[config.mk]
export PLATFORM = sky130hd
export DESIGN_NAME = if_fetch_unit
export DESIGN_NICKNAME = d
export VERILOG_FILES = /design/src/rtl/if_pkg.sv /design/src/rtl/if_inst_queue.sv /design/src/rtl/if_fetch_unit.sv
export SDC_FILE = /design/constraint.sdc
export NUM_CORES = 2
export LEC_CHECK = 0
export ABC_CLOCK_PERIOD_IN_PS = 23600
export CAP_MARGIN = 5
export CORE_AREA = 2 2 316 318
export CTS_CLUSTER_DIAMETER = 40
export DETAILED_ROUTE_END_ITERATION = 10
export DIE_AREA = 0 0 318 320
export GPL_ROUTABILITY_DRIVEN = 0
export PLACE_DENSITY = 0.5
export SLEW_MARGIN = 0
export SYNTH_ARGS = -nofsm -noshare
export SYNTH_HDL_FRONTEND = slang
export SYNTH_SLANG_ARGS = --single-unit
[constraint.sdc]
create_clock -name clk -period 23.6 [get_ports clk]
set_clock_uncertainty 0.15 [all_clocks]
set_input_delay 3.54 -clock clk [delete_from_list [all_inputs] [get_ports clk]]
set_output_delay 3.54 -clock clk [all_outputs]
set_load 0.005 [all_outputs]
[src/rtl/if_pkg.sv]
`default_nettype none
// ============================================================================
// Module      : if_pkg
// Description : Shared types and constants for the instruction-fetch front end:
//               per-entry fetch exception codes, redirect source encoding,
//               the queue entry layout and the default reset PC.
// Ports       : none (package)
// Revision    : 1.0  initial release
// ============================================================================
package if_pkg;

   localparam logic [31:0] c_default_reset_pc = 32'hBFC0_0000;

   typedef enum logic [1:0] {
      FEXC_NONE = 2'd0,
      FEXC_ADEL = 2'd1,
      FEXC_FERR = 2'd2
   } fetch_exc_e;

   typedef enum logic [2:0] {
      RD_NONE = 3'd0,
      RD_EXC  = 3'd1,
      RD_ERET = 3'd2,
      RD_BR   = 3'd3,
      RD_JMP  = 3'd4
   } redirect_e;

   typedef struct packed {
      logic [31:0] pc;
      logic [31:0] instr;
      fetch_exc_e  exc;
   } fetch_entry_t;

   // Fixed priority: exception > eret > branch > jump.
   function automatic redirect_e redirect_winner(input logic exc_v,
                                                 input logic eret_v,
                                                 input logic br_v,
                                                 input logic jmp_v);
      if (exc_v)       return RD_EXC;
      else if (eret_v) return RD_ERET;
      else if (br_v)   return RD_BR;
      else if (jmp_v)  return RD_JMP;
      else             return RD_NONE;
   endfunction

endpackage
`default_nettype wire

[src/rtl/if_inst_queue.sv]
`default_nettype none
// ============================================================================
// Module      : if_inst_queue
// Description : DEPTH-entry circular instruction buffer. Accepts 0..FETCH_W
//               entries per cycle (written in order at the tail), pops at most
//               one entry per cycle from the head, and clears on flush.
// Ports       : clk, rst        clock / asynchronous active-high reset
//               flush           empty the queue; same-cycle push/pop ignored
//               push_cnt        number of entries of push_data to write
//               push_data       entries, element 0 first in address order
//               pop             consume the head (ignored when empty)
//               head            head entry
//               count / free    occupied / free entry counts
// Revision    : 1.0  initial release
// ============================================================================
module if_inst_queue
   import if_pkg::*;
#(
   parameter int DEPTH   = 8,
   parameter int FETCH_W = 2
) (
   input  logic                            clk,
   input  logic                            rst,
   input  logic                            flush,
   input  logic [$clog2(FETCH_W):0]        push_cnt,
   input  fetch_entry_t [FETCH_W-1:0]      push_data,
   input  logic                            pop,
   output fetch_entry_t                    head,
   output logic [$clog2(DEPTH):0]          count,
   output logic [$clog2(DEPTH):0]          free
);

   localparam int c_ptr_w = $clog2(DEPTH);
   localparam int c_cnt_w = c_ptr_w + 1;

   fetch_entry_t        mem_q [DEPTH];
   fetch_entry_t        mem_d [DEPTH];
   logic [c_ptr_w-1:0]  head_q, head_d;
   logic [c_ptr_w-1:0]  tail_q, tail_d;
   logic [c_cnt_w-1:0]  count_q, count_d;
   logic                w_pop_ok;

   assign w_pop_ok = pop && (count_q != '0);

   always_comb begin
      logic [c_ptr_w-1:0] idx;
      idx     = '0;
      mem_d   = mem_q;
      head_d  = head_q;
      tail_d  = tail_q;
      count_d = count_q;
      if (flush) begin
         head_d  = '0;
         tail_d  = '0;
         count_d = '0;
      end else begin
         for (int i = 0; i < FETCH_W; i++) begin
            if (i < int'(push_cnt)) begin
               // Pointer arithmetic wraps naturally since DEPTH is a power of two.
               idx        = tail_q + c_ptr_w'(i);
               mem_d[idx] = push_data[i];
            end
         end
         tail_d  = tail_q + c_ptr_w'(push_cnt);
         head_d  = head_q + c_ptr_w'(w_pop_ok);
         count_d = count_q + c_cnt_w'(push_cnt) - c_cnt_w'(w_pop_ok);
      end
   end

   always_ff @(posedge clk or posedge rst) begin
      if (rst) begin
         for (int i = 0; i < DEPTH; i++) mem_q[i] <= '0;
         head_q  <= '0;
         tail_q  <= '0;
         count_q <= '0;
      end else begin
         mem_q   <= mem_d;
         head_q  <= head_d;
         tail_q  <= tail_d;
         count_q <= count_d;
      end
   end

   assign head  = mem_q[head_q];
   assign count = count_q;
   assign free  = c_cnt_w'(DEPTH) - count_q;

   // The fetch credit scheme must never let the buffer overflow.
   a_no_overflow: assert property (@(posedge clk) disable iff (rst)
      flush || ((int'(count_q) + int'(push_cnt) - int'(w_pop_ok)) <= DEPTH));

endmodule
`default_nettype wire

[src/rtl/if_fetch_unit.sv]
`default_nettype none
// ============================================================================
// Module      : if_fetch_unit
// Description : Instruction-fetch front end. Owns the fetch PC, issues
//               FETCH_W-word requests to the I-cache under a credit limit,
//               buffers responses in if_inst_queue and hands one instruction
//               per cycle to ID. Redirects flush the queue and mark in-flight
//               responses as stale.
// Ports       : clk, rst                     clock / async active-high reset
//               exc/eret/br/jmp_valid,_target redirect sources (priority order)
//               req_valid/req_ready/req_addr  I-cache request handshake
//               resp_valid/resp_data/resp_err I-cache response beat
//               id_valid/id_ready             ID handshake
//               id_pc/id_instr/id_exc         head entry toward ID
// Revision    : 1.0  initial release
// ============================================================================
module if_fetch_unit
   import if_pkg::*;
#(
   parameter int          DEPTH    = 8,
   parameter int          FETCH_W  = 2,
   parameter int          MAX_OUT  = 2,
   parameter logic [31:0] RESET_PC = c_default_reset_pc
) (
   input  logic                    clk,
   input  logic                    rst,
   input  logic                    exc_valid,
   input  logic [31:0]             exc_target,
   input  logic                    eret_valid,
   input  logic [31:0]             eret_target,
   input  logic                    br_valid,
   input  logic [31:0]             br_target,
   input  logic                    jmp_valid,
   input  logic [31:0]             jmp_target,
   output logic                    req_valid,
   input  logic                    req_ready,
   output logic [31:0]             req_addr,
   input  logic                    resp_valid,
   input  logic [32*FETCH_W-1:0]   resp_data,
   input  logic                    resp_err,
   output logic                    id_valid,
   input  logic                    id_ready,
   output logic [31:0]             id_pc,
   output logic [31:0]             id_instr,
   output logic [1:0]              id_exc
);

   localparam int          c_cnt_w       = $clog2(DEPTH) + 1;
   localparam int          c_pn_w        = $clog2(FETCH_W) + 1;
   localparam logic [31:0] c_group_bytes = 32'(4 * FETCH_W);
   localparam logic [1:0]  c_max_out     = 2'(MAX_OUT);

   logic [31:0] fetch_pc_q, fetch_pc_d;   // next address to request
   logic [31:0] resp_pc_q, resp_pc_d;     // address of next non-stale beat
   logic [1:0]  out_q, out_d;             // accepted, unanswered requests
   logic [1:0]  drop_q, drop_d;           // stale beats still to discard
   logic        req_valid_q, req_valid_d;
   logic        adel_done_q, adel_done_d;

   redirect_e                   w_redir_sel;
   logic                        w_redir;
   logic [31:0]                 w_target;
   logic                        w_hs;
   logic                        w_resp_use;
   logic                        w_adel_push;
   logic                        w_pop;
   logic [c_pn_w-1:0]           w_push_cnt;
   fetch_entry_t [FETCH_W-1:0]  w_push_data;
   fetch_entry_t                w_head;
   logic [c_cnt_w-1:0]          w_count, w_free;
   logic [c_cnt_w-1:0]          w_count_next, w_free_next;

   always_comb begin
      w_redir_sel = redirect_winner(exc_valid, eret_valid, br_valid, jmp_valid);
      w_redir     = (w_redir_sel != RD_NONE);
      w_target    = jmp_target;
      case (w_redir_sel)
         RD_EXC:  w_target = exc_target;
         RD_ERET: w_target = eret_target;
         RD_BR:   w_target = br_target;
         default: w_target = jmp_target;
      endcase
   end

   assign w_hs       = req_valid_q && req_ready;
   assign w_resp_use = resp_valid && !w_redir && (drop_q == 2'd0);
   assign w_pop      = id_valid && id_ready;

   // A misaligned PC reports AdEL once the pipe holds no older responses.
   assign w_adel_push = !w_redir && (fetch_pc_q[1:0] != 2'b00) && (out_q == 2'd0) &&
                        (drop_q == 2'd0) && !adel_done_q && (w_free != '0) && !resp_valid;

   assign w_push_cnt = w_resp_use  ? c_pn_w'(FETCH_W) :
                       w_adel_push ? c_pn_w'(1) : '0;

   always_comb begin
      for (int i = 0; i < FETCH_W; i++) begin
         w_push_data[i].pc    = resp_pc_q + 32'(4 * i);
         w_push_data[i].instr = resp_data[32*i +: 32];
         w_push_data[i].exc   = resp_err ? FEXC_FERR : FEXC_NONE;
      end
      if (w_adel_push) begin
         w_push_data[0].pc    = fetch_pc_q;
         w_push_data[0].instr = '0;
         w_push_data[0].exc   = FEXC_ADEL;
      end
   end

   // Occupancy after this edge, used to grant credit for the next request.
   assign w_count_next = w_redir ? '0 : (w_count + c_cnt_w'(w_push_cnt) - c_cnt_w'(w_pop));
   assign w_free_next  = c_cnt_w'(DEPTH) - w_count_next;

   always_comb begin
      out_d = out_q + 2'(w_hs) - 2'(resp_valid);
      if (w_redir) begin
         // Everything still in flight (including a request accepted right
         // now) belongs to the old stream.
         fetch_pc_d  = w_target;
         resp_pc_d   = w_target;
         drop_d      = out_d;
         adel_done_d = 1'b0;
      end else begin
         fetch_pc_d  = w_hs ? (fetch_pc_q + c_group_bytes) : fetch_pc_q;
         resp_pc_d   = w_resp_use ? (resp_pc_q + c_group_bytes) : resp_pc_q;
         drop_d      = (resp_valid && (drop_q != 2'd0)) ? (drop_q - 2'd1) : drop_q;
         adel_done_d = adel_done_q | w_adel_push;
      end
      // Reserve FETCH_W slots for every outstanding request plus the new one.
      req_valid_d = (fetch_pc_d[1:0] == 2'b00) && (out_d < c_max_out) &&
                    (int'(w_free_next) >= FETCH_W * (int'(out_d) + 1));
   end

   always_ff @(posedge clk or posedge rst) begin
      if (rst) begin
         fetch_pc_q  <= RESET_PC;
         resp_pc_q   <= RESET_PC;
         out_q       <= 2'd0;
         drop_q      <= 2'd0;
         req_valid_q <= 1'b0;
         adel_done_q <= 1'b0;
      end else begin
         fetch_pc_q  <= fetch_pc_d;
         resp_pc_q   <= resp_pc_d;
         out_q       <= out_d;
         drop_q      <= drop_d;
         req_valid_q <= req_valid_d;
         adel_done_q <= adel_done_d;
      end
   end

   if_inst_queue #(
      .DEPTH   (DEPTH),
      .FETCH_W (FETCH_W)
   ) u_queue (
      .clk       (clk),
      .rst       (rst),
      .flush     (w_redir),
      .push_cnt  (w_push_cnt),
      .push_data (w_push_data),
      .pop       (w_pop),
      .head      (w_head),
      .count     (w_count),
      .free      (w_free)
   );

   assign req_valid = req_valid_q;
   assign req_addr  = fetch_pc_q;
   assign id_valid  = (w_count != '0);
   assign id_pc     = w_head.pc;
   assign id_instr  = w_head.instr;
   assign id_exc    = w_head.exc;

endmodule
`default_nettype wire

### Word level (Yosys, flattened, before mapping)

Index checks and enable logic that the tools add are counted.

* $add $sub $neg: 15
* $lt $le $gt $ge: 9
* equal/unequal tests: 3
* muxes and demuxes: 32
* bitwise logic cells: 4
* reductions and logical operators: 30

Operators with widths (count)
* $mux W528: 3
* $bwmux W528: 2
* $demux W66 S3: 2
* $mux W66: 5
* $bmux W66 S3: 1
* $mux W32: 4
* $pmux W32 S3: 1
* $add A32 B4 Y32 const B: 2
* $add A32 B3 Y32 const B: 1
* $mux W3: 6
* $logic_and A1 B1 Y1: 16
* $ge A4 B4 Y1 const B: 3
* $not A3 Y4: 3
* $reduce_bool A2 Y1: 5
* $lt A4 B1 Y1 const B: 2
* $mux W2: 4
* $mux W4: 2
* $reduce_bool A4 Y1: 2
* $sub A4 B1 Y4: 2
* $sub A4 B4 Y4 const A: 2
* $eq A3 B2 Y1 const B: 2
* $logic_not A2 Y1: 3
* $add A4 B2 Y4: 1
* $ge A4 B4 Y1: 1
* 14 further kinds: 18

* register bits: 608
* bits of input ports: 202
* output and inout bits: 100
* word-level logic and storage cells: 127

### Logic depth before layout (Yosys ltp)

* depth after elaboration: 20
* depth in mapped cells: 21
* mapped depth without buffers: 19

### By module

Synthesis repeated with hierarchy kept, for this count alone.

* cell total of the unflattened synthesis: 4402
* area total of the unflattened synthesis: 39142.5 um^2

Modules (own cells, without submodules)
* if_inst_queue: times used 1, cells each 3579, area an instance 32802.7 um^2, seq. area each 13462.9 um^2
* if_fetch_unit: times used 1, cells each 823, area an instance 6339.8 um^2, seq. area each 1774.2 um^2

### Worst setup path before layout

Ideal clock, no wire load.

* kind: input -> register
* start point: in eret_valid
* end point: reg req_valid_q, in the netlist req_valid
* setup time: 125 ps
* data arrival time: 7308 ps
* required time: 23325 ps
* slack: 16016 ps
* cell stages on the path: 19
* buffers on the path: 5
* cell sequence: clkbuf_1 > or4_1 > buf_2 > clkbuf_1 > buf_1 > buf_1 > nor2_1 > inv_1 > fa_1 > ha_1 > nor2_1 > inv_1 > ha_1 > inv_1 > ha_1 > o21ai_0 > a21boi_0 > o21ai_0 > a2111oi_0

* longest elaborated chain between the ends: 18
* elaborated cells between the ends (all ways): 27
* classes of those cells: add/sub (3); order compare (1); eq/ne (3); mux (7); reduce/logical (13)

Ends and longest elaborated chain
* start, declared: line if_fetch_unit.sv:29 `input logic eret_valid,`
* $mux W3 (*): line if_pkg.sv:40 `else if (eret_v) return RD_ERET;`
* $mux W3 (*): line if_pkg.sv:39 `if (exc_v) return RD_EXC;`
* $reduce_bool A3 Y1: line if_fetch_unit.sv:75 `w_redir = (w_redir_sel != RD_NONE);`
* $logic_not A1 Y1: line if_fetch_unit.sv:86, if_fetch_unit.sv:90
* $logic_and A1 B1 Y1 (3 in a row): line if_fetch_unit.sv:90 `assign w_adel_push = !w_redir && (fetch_pc_q[1:0] != 2'b00) && (out_q == 2'd0) &&`
* $logic_and A1 B1 Y1 (3 in a row): line if_fetch_unit.sv:91 `(drop_q == 2'd0) && !adel_done_q && (w_free != '0) && !resp_valid;`
* $mux W1: line if_fetch_unit.sv:94 `w_adel_push ? c_pn_w'(1) : '0;`
* $mux W2: line if_fetch_unit.sv:93 `assign w_push_cnt = w_resp_use ? c_pn_w'(FETCH_W) :`
* $add A4 B2 Y4: line if_fetch_unit.sv:110 `assign w_count_next = w_redir ? '0 : (w_count + c_cnt_w'(w_push_cnt) - c_cnt_w'(w_pop));`
* $sub A4 B1 Y4: line if_fetch_unit.sv:110
* $mux W4: line if_fetch_unit.sv:110
* $sub A4 B4 Y4: line if_fetch_unit.sv:111 `assign w_free_next = c_cnt_w'(DEPTH) - w_count_next;`
* $ge A4 B4 Y1: line if_fetch_unit.sv:130 `(int'(w_free_next) >= FETCH_W * (int'(out_d) + 1));`
* $logic_and A1 B1 Y1 (*): line if_fetch_unit.sv:129 `req_valid_d = (fetch_pc_d[1:0] == 2'b00) && (out_d < c_max_out) &&`
* via req_valid_d: line if_fetch_unit.sv:57 `logic req_valid_q, req_valid_d;`
* end signal, assigned: line if_fetch_unit.sv:146 `req_valid_q <= req_valid_d;`
* end, declared: line if_fetch_unit.sv:57

Mark *: on every way through the listed nets, which the timed path passes. The rest lies on a longest branch.
A chain may end at the register's enable or synchronous reset.

### Final worst setup path

* start point: reg u_queue.head_q[0]
* end point: out id_pc[3]

* longest elaborated chain between the ends: 4

Ends and longest elaborated chain
* start, declared: line if_inst_queue.sv:38 `logic [c_ptr_w-1:0] head_q, head_d;`
* start signal, assigned: line if_inst_queue.sv:73 `head_q <= '0;`
* start signal, assigned: line if_inst_queue.sv:78 `head_q <= head_d;`
* $not A3 Y4 (not written as such): line if_inst_queue.sv:84 `assign head = mem_q[head_q];`
* $bmux W66 S3: line if_inst_queue.sv:84
* $mux W66 (not written as such) (2 in a row): line if_inst_queue.sv:84
* end, declared: line if_fetch_unit.sv:43 `output logic [31:0] id_pc,`

No other way between the ends. The select of a mux whose other input is x is not followed.

==> metrics <==
status finished, final reports clean; CP arrival roughly 5.3 ns; HP Class reg2reg; H-Tree Level Count 3; syn_nets ~3800; Multi-input gate area roughly 0.017 mm²; reg2reg setup slack 18.21 ns; worst path required time about 20 ns; main flop type after synthesis dfrtp_1; Post-CTS Setup Repair Bufs 0; Reg clk slew, reported paths approximately 0.05 ns; Antenna Nets Post-Route 0; GRT Total Usage between 20% and 30%; worst skew pair latency about 0.70 ns; Peak Freq approximately 110 MHz; clock root cell clkbuf_16; Worst-Margin Slew approximately 1.3 ns; # DRC 0; asr flop ratio synth 100%; endpoint class of the critical path output port; Overflow after GRT 0; core area slightly below 0.1 mm²; startpoint type of the worst setup path register; pwr dens 85.5 mW/mm²; post-synthesis register bit count 608; DRT Pass-1 Iters 7; most frequent cells in the layout dfrtp_1, nor2_1, nand2_1; fraction of layout cells with a size suffix above 1 about 15%; row cnt 115; top-area cell type share of the netlist area between 40% and 50%; Core Util, Final a little over two fifths; first-pass GRT wire length 216000 µm; overall die width approximately 320 µm; Final #Nets approximately 3900; initial antenna violation count 3; WL per Instance between 20 and 30 µm; Post-CTS Resized 0; Relative slew margins a little under a tenth; metal1 wirelength between 60000 and 70000 µm; most common cell after layout, fill and taps aside dfrtp_1; leading post-synthesis cells by cell area dfrtp_1, mux4_2, nor2_1; port bufs about 300; Filler Cell Count between 9000 and 10000; DRT iter0 DRCs about 3700; Vias/cell between 6 and 7; Final setup viols 0; Sink Count between 600 and 700; initial core utilization a little over a third; die area 0.102 mm²; Max FO, Critical Path 47; clk buf depth 3; hold buffer count at CTS 0; Final Hold Vio Count 0; cells after synthesis about 3500; sequential fraction of the synthesis area 44.7%; Die H about 320 µm; max_cap viols 0; critical path class reg2out; largest area contributor in the netlist dfrtp_1; Final period util between 30% and 40%; top layer in use met4; largest net degree at the start of global routing around 140; Syn-to-layout area delta 23.3%; Syn. warnings 0; RSZ-0062 raised after global routing false; average cell area after synthesis ~9.7 µm²; vias in the first global route 31200; Reg area 0.0152 mm²; worst vdd ir about 0.055 mV; routed via count between 30000 and 40000; Leakage Power 17.3 nW; Post-synth EDFFs 0; detailed-route wire length 147000 µm; number of buffers created by CTS between 100 and 150; WL met2 65900 µm; synthesized area about 0.034 mm²; final max-slew violation count 0; Setup TNS Final 0 ns; IO Pins just over 300; Cell variety after synth 86; DP Wirelength roughly 91000 µm; CTS tree built; wire length on met3 ~14000 µm; Min Clock Period, post-route roughly 8.9 ns
## power breakdown
| group | switching (mW) | total [mW] | internal, mW |
|---|---|---|---|
| sequential | 0.0964 | 1.25 | 1.16 |
| clock | 0.587 | 1.74 | 1.15 |
| combinational | 0.314 | 0.604 | 0.290 |
## synthesized netlist by cell type, types with 28 or more instances
cell type and number:
a211oi_1 96, a21oi_1 161, a221oi_1 120, a22oi_1 151, a31oi_1 89, and3_1 35, buf_2 64, clkbuf_1 229
clkbuf_2 52, dfrtp_1 590, inv_1 42, mux2_2 66, mux4_2 132, nand2_1 317, nand3_1 223, nand4_1 30
nor2_1 406, nor3_1 118, o21a_1 28, o21ai_0 118, o22ai_1 36
## area by class of cell
cell class / count / area share [%]
multi-input combinational: 2504 / 41.2
sequential: 608 / 36.2
timing repair buffer: 382 / 8.64
clock buffer: 156 / 7.81
tap: 1287 / 3.83
clock inverter: 54 / 1.88
inverter: 44 / 0.416
antenna: 3 / 0.0178
## routing by layer
layer	track usage, %	up-vias
li1	-	13500
met1	39.2	15900
met2	43.4	1714
met3	6.87	265
met4	9.90	0
met5	0	-
## critical path, cell delays in order, from the launching register on
cell             delay, ns
dfrtp_4               0.70
buf_4                 0.59
buf_4                 0.84
buf_4                 0.86
mux4_2                0.59
mux2_2                0.28
clkdlybuf4s50_1       0.58
## path summary, 6_finish.rpt
path                                    from            endpoint  cells after the start
max in group asynchronous                rst  u_queue.mem_q[369]                      5
hold reg to reg                  adel_done_q         adel_done_q                      2
hold / removal                   adel_done_q         adel_done_q                      2
setup reg to reg                   drop_q[0]           req_valid                     19
min in group asynchronous                rst  u_queue.mem_q[251]                      2
setup / recovery           u_queue.head_q[0]            id_pc[3]                      6
## flip-flops by register name (all words and copies together), names as in the netlist, 2 cells and up
register,count
u_queue.count,4
u_queue.tail_q,3
u_queue.mem_q,528
resp_pc_q,32
req_addr,32
drop_q,2
out_q,2
u_queue.head_q,3
## through the flow
step | area, µm² | cells | hold slack (ns) | total power [mW] | worst slack (ns)
2_1_floorplan | 34100 | 3527 | 0.284 | 1.57 | 2.92
4_1_cts | 42100 | 5035 | 0.320 | 3.61 | 14.47
3_5_place_dp | 38000 | 4825 | 0.308 | 1.86 | 15.08
5_1_grt | 42100 | 5038 | 0.347 | 3.72 | 14.29
3_3_place_gp | 38000 | 4825 | 0.305 | 1.86 | 15.15
6_report | 42100 | 5038 | 0.323 | 3.60 | 14.65
## logic make-up after synthesis
family,synth area share (%)
simple gates,17.3
compound gates,19.8
flops,44.7
buf+inv,5.10
mux,11.3
xor+xnor,0.990
fa+ha+maj,0.814
(Power assumes the default switching activity.)
